`src/rtl/bit_serial_adder.sv`:
```
// Bit-serial adder: WIDTH-bit operands summed one bit per clock, LSB first.
// The per-bit full add is two half-add cells plus a carry register.
// Parallel sum/cout are presented with a one-cycle done pulse.

module half_add (
    input  logic x,
    input  logic y,
    output logic s,
    output logic c
);
    assign s = x ^ y;
    assign c = x & y;
endmodule

module bit_serial_adder #(
    parameter int WIDTH = 8
) (
    input  logic             clk,
    input  logic             rst,
    input  logic             start,
    input  logic [WIDTH-1:0] a,
    input  logic [WIDTH-1:0] b,
    input  logic             cin,
    output logic             ready,
    output logic             busy,
    output logic             done,
    output logic [WIDTH-1:0] sum,
    output logic             cout
);
    localparam int CW = $clog2(WIDTH + 1);
    localparam logic [CW-1:0] LAST = CW'(WIDTH - 1);

    typedef enum logic [1:0] {IDLE, RUN, DONE} state_t;

    state_t           state;
    logic [WIDTH-1:0] a_sh, b_sh;
    logic             carry;
    logic [CW-1:0]    cnt;

    logic s0, c0, s_bit, c1, carry_nx;
    logic [WIDTH-1:0] sum_nx;

    // first half-add: operand bits
    half_add u_ha0 (.x(a_sh[0]), .y(b_sh[0]), .s(s0), .c(c0));
    // second half-add: folds in the running carry
    half_add u_ha1 (.x(s0), .y(carry), .s(s_bit), .c(c1));

    // at most one of c0/c1 can be set, so OR gives the majority carry
    assign carry_nx = c0 | c1;

    // new sum bit enters at the MSB; written this way so WIDTH=1 needs no special case
    always_comb begin
        sum_nx = sum >> 1;
        sum_nx[WIDTH-1] = s_bit;
    end

    // control FSM and serial datapath, all outputs registered
    always_ff @(posedge clk) begin
        if (rst) begin
            state <= IDLE;
            ready <= 1'b1;
            busy  <= 1'b0;
            done  <= 1'b0;
            sum   <= '0;
            cout  <= 1'b0;
            a_sh  <= '0;
            b_sh  <= '0;
            carry <= 1'b0;
            cnt   <= '0;
        end else begin
            case (state)
                IDLE: begin
                    done <= 1'b0;
                    if (start) begin
                        a_sh  <= a;
                        b_sh  <= b;
                        carry <= cin;
                        cnt   <= '0;
                        sum   <= '0;
                        cout  <= 1'b0;
                        ready <= 1'b0;
                        busy  <= 1'b1;
                        state <= RUN;
                    end
                end
                RUN: begin
                    a_sh  <= a_sh >> 1;
                    b_sh  <= b_sh >> 1;
                    sum   <= sum_nx;
                    carry <= carry_nx;
                    cnt   <= cnt + CW'(1);
                    if (cnt == LAST) begin
                        cout  <= carry_nx;
                        busy  <= 1'b0;
                        done  <= 1'b1;
                        state <= DONE;
                    end
                end
                DONE: begin
                    done  <= 1'b0;
                    ready <= 1'b1;
                    state <= IDLE;
                end
                default: begin
                    ready <= 1'b1;
                    busy  <= 1'b0;
                    done  <= 1'b0;
                    state <= IDLE;
                end
            endcase
        end
    end
endmodule

```
`config.mk`:
```
export PLATFORM = sky130hd
export DESIGN_NAME = bit_serial_adder
export DESIGN_NICKNAME = d
export VERILOG_FILES = /design/src/rtl/bit_serial_adder.sv
export SDC_FILE = /design/constraint.sdc
export NUM_CORES = 1
export LEC_CHECK = 0
export ABC_AREA = 1
export CORE_ASPECT_RATIO = 1.4
export CORE_MARGIN = 2
export CORE_UTILIZATION = 44
export CTS_CLUSTER_DIAMETER = 120
export DETAILED_ROUTE_END_ITERATION = 16
export GPL_TIMING_DRIVEN = 1
export PLACE_DENSITY = 0.83
export SLEW_MARGIN = 0
export SYNTH_ARGS = -nofsm -noshare
export SYNTH_HDL_FRONTEND = slang
export SYNTH_SLANG_ARGS = --single-unit
```
`constraint.sdc`:
```
create_clock -name clk -period 1.2 [get_ports clk]
set_clock_uncertainty 0.05 [all_clocks]
set_input_delay 0.24 -clock clk [delete_from_list [all_inputs] [get_ports clk]]
set_output_delay 0.24 -clock clk [all_outputs]
set_load 0.02 [all_outputs]
```
======== Yosys cells after proc, flatten, opt, wreduce, memory -nomap -nowiden ========
Index checks and enable logic that the tools add are counted.
word-level totals
  register bits ........................... 35
  input bits .............................. 20
  output and inout port bits .............. 12
  word-level logic and storage cells ...... 51
cells by class
  add/subtract/negate cells ............... 1
  equality and inequality tests ........... 5
  muxes and demuxes ....................... 20
  bitwise operators ....................... 7
  reductions and logical operators ........ 8
operators by type and width
  operator                                                          number
  8-bit case mux with 2 select lines                                3
  8-bit two-way mux                                                 3
  4-bit case mux with 2 select lines                                1
  1-bit case mux with 2 select lines                                3
  2-bit AND reduction                                               3
  3-bit AND reduction                                               2
  1-bit two-way mux                                                 5
  4-bit by 1-bit adder with 4-bit output (second input constant)    1
  4-bit by 3-bit == test with 1-bit output (second input constant)  1
  2-bit two-way mux                                                 2
  4-bit two-way mux                                                 1
  2-bit != test (second input constant)                             2
  2-bit case mux with 2 select lines                                1
  1-bit case mux with 3 select lines                                1
  1-bit bitwise AND                                                 2
  2-bit by 1-bit == test with 1-bit output (second input constant)  1
  2-bit == test (second input constant)                             1
  2-bit logical NOT                                                 1
  1-bit NOT                                                         2
  2-bit nonzero test                                                1
  2-bit OR reduction                                                1
  1-bit XOR                                                         2
  1-bit bitwise OR                                                  1

======== Longest topological paths before layout ========
Gate-level depths: netlist of run 1.
  word-level depth ........................ 5
  depth in mapped cells ................... 7
  mapped depth without buffers ............ 6

======== By module ========
From an unflattened synthesis of run 1, not the netlist that was laid out.
second synthesis, totals
  cells, all modules ...................... 208
  area, all modules ....................... 1561.5 um^2
by module, submodules not included
  module            times used  cells an instance  area an instance (um^2)  seq. area each (um^2)
  bit_serial_adder  1           206                1536.5                   700.7
  half_add          2           1                  12.5                     0.0

======== Worst setup path after synthesis of run 1 ========
No wires, ideal clock.
  path kind ............................... register to register
  start point ............................. register cnt[0]
  end point ............................... register cout
  library setup time ...................... 0.114 ns
  data arrival time ....................... 0.987 ns
  data required time ...................... 1.036 ns
  path slack .............................. 0.049 ns
  cell stages (with the launch flop) ...... 7
  path buffers ............................ 0
  clock period less this slack ............ 1.151 ns
  path through ............................ dfxtp_1 ha_1 nand3_1 nand2_1 nand2_1 nand3_1 nand2_1
between the ends
  longest elaborated chain between the ends .. 3
ends and longest elaborated chain
  element                                   line  text
  start: declaration                        38    logic [CW-1:0] cnt;
  start signal: assignment                  91    cnt <= cnt + CW'(1);
  4-bit by 3-bit == test with 1-bit output  92    if (cnt == LAST) begin
  2-bit != test (no line)                   n/a
  3-bit AND reduction (no line)             n/a
  end signal: assignment                    93    cout <= carry_nx;
  end: declaration                          28    output logic cout
No other way between the ends.
A chain may end at the register's enable or synchronous reset.

======== Worst setup path in the final report of run 1 ========
  start point ............................. register a_sh[0]
  end point ............................... register sum[7]
between the ends
  longest elaborated chain between the ends .. 3
ends and longest elaborated chain
  element                             line  text
  start: declaration                  36    logic [WIDTH-1:0] a_sh, b_sh;
  start signal: assignment            87    a_sh <= a_sh >> 1;
  1-bit XOR (2 in series)             11    assign s = x ^ y;
  8-bit case mux with 2 select lines  71    case (state)
  end signal: assignment              89    sum <= sum_nx;
  end: declaration                    27    output logic [WIDTH-1:0] sum,
No other way between the ends.

==> flow_summary_export.csv, run 1 <==
group,metric,value,unit
worst_setup_path,path_max_fanout,2,
die,rows,24,
final_layout,drive_gt1_frac,0.222,
worst_setup_path,cp-end-kind,"flop",
global_routing,gr-total-overflow,0,
sta,drv_slew,0,
clock_network,cts-buffers-inserted,5,
worst_setup_path,arrival,1.29,ns
min_path,hold_path_class,"input port to flop",
die,initial_core_util,0.469,
worst_setup_path,cp.required,1.33,ns
logic_synthesis,synth_cell_type_count,21,
logic_synthesis,synth_area,1480,um2
sta,timing.final.ws_setup,0.0340,ns
power,power_density,1260,nW/um2
global_routing,grt_pass1_wl,5530,um
power,p_leak,0.923,nW
global_routing,grt_pass1_vias,1254,
sta,slew_headroom,0.843,
placement,dpl.hpwl,2170,um
placement,dp_cells,282,
logic_synthesis,synth_top_family_by_area,"simple AND/OR/NAND/NOR gates",
logic_synthesis,syn_area_per_cell,7.14,um2
final_layout,filler_cell_count,275,
global_routing,grt_max_degree,24,
logic_synthesis,ys_seq_elements,35,
sta,rsz0062_at_grt,"yes",
clock_network,insertion_delay,0.29,ns
power,finalPower,2.57,mW
final_layout,area_growth,38.3,%
logic_synthesis,synth_xor_area_frac,0,
routing,routed_wl,3350,um
sta,finalCriticalPeriod,1.17,ns
power,ir_drop,0.898,mV
sta,fin_tns_setup,0,ns
final_layout,seq_area,707,um2
routing,first_pass_iters,4,
logic_synthesis,yosys.area_share.simple,0.301,
sta,final.period_utilization,0.972,
clock_network,cts_hold_buf,0,
final_layout,multiInputGateArea,703,um2
logic_synthesis,synth_compound_area_frac,0.134,
sta,tightest_slew,0.235,ns
logic_synthesis,synthMuxAreaShare,0,
routing,postRouteAntennaNets,0,
final_layout,final_net_count,274,
routing,wl_per_cell,11.5,um
worst_setup_path,crit_start,"a_sh[0]$_SDFFE_PP0P_",
flow_run,max-cap-violations,0,
min_path,min_from,"start",
placement,post-place-ws,-0.275,ns
sta,fmax,858,MHz
worst_setup_path,r2r-start,"a_sh[0]$_SDFFE_PP0P_",
logic_synthesis,ys_seq_area_frac,0.474,
global_routing,track_usage,0.198,
routing,drt_iter0_drc,56,
routing,num_vias,1438,
die,ioPinCount,32,
global_routing,antenna_found_initial,0,
final_layout,final_cells,291,
logic_synthesis,synthAdderAreaFrac,0.0220,
clock_network,cts_sinks,35,
routing,via_per_inst,4.94,
clock_network,htreeDepth,2,
sta,finalSetupViolations,0,
placement,gp_congestion,0.774,
worst_setup_path,cp-start-kind,"flop",
clock_network,cts-root-buf,"clkbuf_8",
logic_synthesis,yosys_warnings,0,
clock_network,clkTransAtPathRegs,0.07,ns
placement,port_buffers,31,
die,die_y,72.6,um
outcome,status,"finished, final reports clean",
final_layout,final_cell_mix,"nand2_1, nor2_1, dfxtp_1",
die,dieWidth,53.0,um
worst_setup_path,path_class,"flop to flop",
clock_network,cts_tree,"done",
die,core,3150,um2
final_layout,final_common_cell,"nand2_1",
logic_synthesis,syn_nets,229,
routing,drc,0,
logic_synthesis,syn_inst,207,
sta,hold_viol,0,
final_layout,antenna_cells,0,
die,design.die.area,3840,um2
clock_network,cts_max_path_buffers,2,
[worst paths after layout]
check | to | slack [ns] | cells past startpoint
hold reg to reg | done$_SDFFE_PP0N_ | 0.41 | 2
setup / recovery | sum[7]$_SDFFE_PP0P_ | 0.03 | 3
setup reg to reg | sum[7]$_SDFFE_PP0P_ | 0.03 | 3
hold / removal | state[0]$_SDFFE_PP0P_ | 0.36 | 4
[Yosys cell counts, drive strengths merged]
cell type	instances	area [um2]
buf	8	45.0
a22oi	1	7.51
dfxtp	35	701
nor2	34	138
nand2	63	241
a21oi	6	30.0
fa	1	20.0
o21ai	25	129
clkbuf	3	11.3
o22ai	5	31.3
nand4	1	6.26
nand3	12	60.1
inv	12	45.0
ha	1	12.5
[worst max-delay path: stages (launching register included)]
cell and delay [ns]:
dfxtp_2 0.34, inv_2 0.04, fa_2 0.55, o22ai_1 0.08
[cell type report]
| cell class | count | area share |
|---|---|---|
| clock buffer | 6 | 0.0404 |
| clock inverter | 1 | 0.00245 |
| inverter | 12 | 0.0220 |
| multi-input combinational | 149 | 0.344 |
| sequential | 35 | 0.346 |
| tap | 39 | 0.0239 |
| timing repair buffer | 49 | 0.221 |
[through the flow]
stage / utilization / area [um2] / hold WS [ns]
6_report: 0.648 / 2040 / 0.363
3_5_place_dp: 0.615 / 1940 / 0.402
4_1_cts: 0.644 / 2030 / 0.412
3_3_place_gp: 0.615 / 1940 / 0.394
2_1_floorplan: - / 1480 / 0.259
5_1_grt: 0.648 / 2040 / 0.379
[state kept, by name (all words and copies together), names as in the netlist]
name / cells
busy: 1
carry: 1
cnt: 4
sum: 8
done: 1
a_sh: 8
cout: 1
b_sh: 8
state: 2
ready: 1
[per-layer routing]
layer	up-vias	track usage	wire length [um]
met5	-	0	0
met4	0	0.103	77
met3	6	0.0574	203
met2	53	0.304	1660
met1	629	0.250	1410
li1	750	-	-
[repair_timing]
action / CTS / global route
pin swaps: 1 / 5
endpoints found under the hold margin: 0 / 0
buffers inserted: 0 / 2
endpoints found under the setup margin: 16 / 24
resized for setup: 40 / 26
[power by group]
group          switching (mW)  internal [mW]  leakage, nW
Sequential             0.0396           1.23        0.289
Clock                   0.408          0.450       0.0470
Combinational           0.225          0.212        0.588
[cells by family after synthesis]
logic type / Yosys count
buffers and inverters: 23
and+or+nand+nor: 110
adders and majority gates: 2
DFF: 35
AOI/OAI and AO/OA: 37
(Power assumes the default switching activity.)
==> inputs of run 2 (changes only) <==
RECOVER_POWER = 25   (was default)
==> results of run 2 <==
The final DEF is identical to that of run 1; final timing and power are the same.
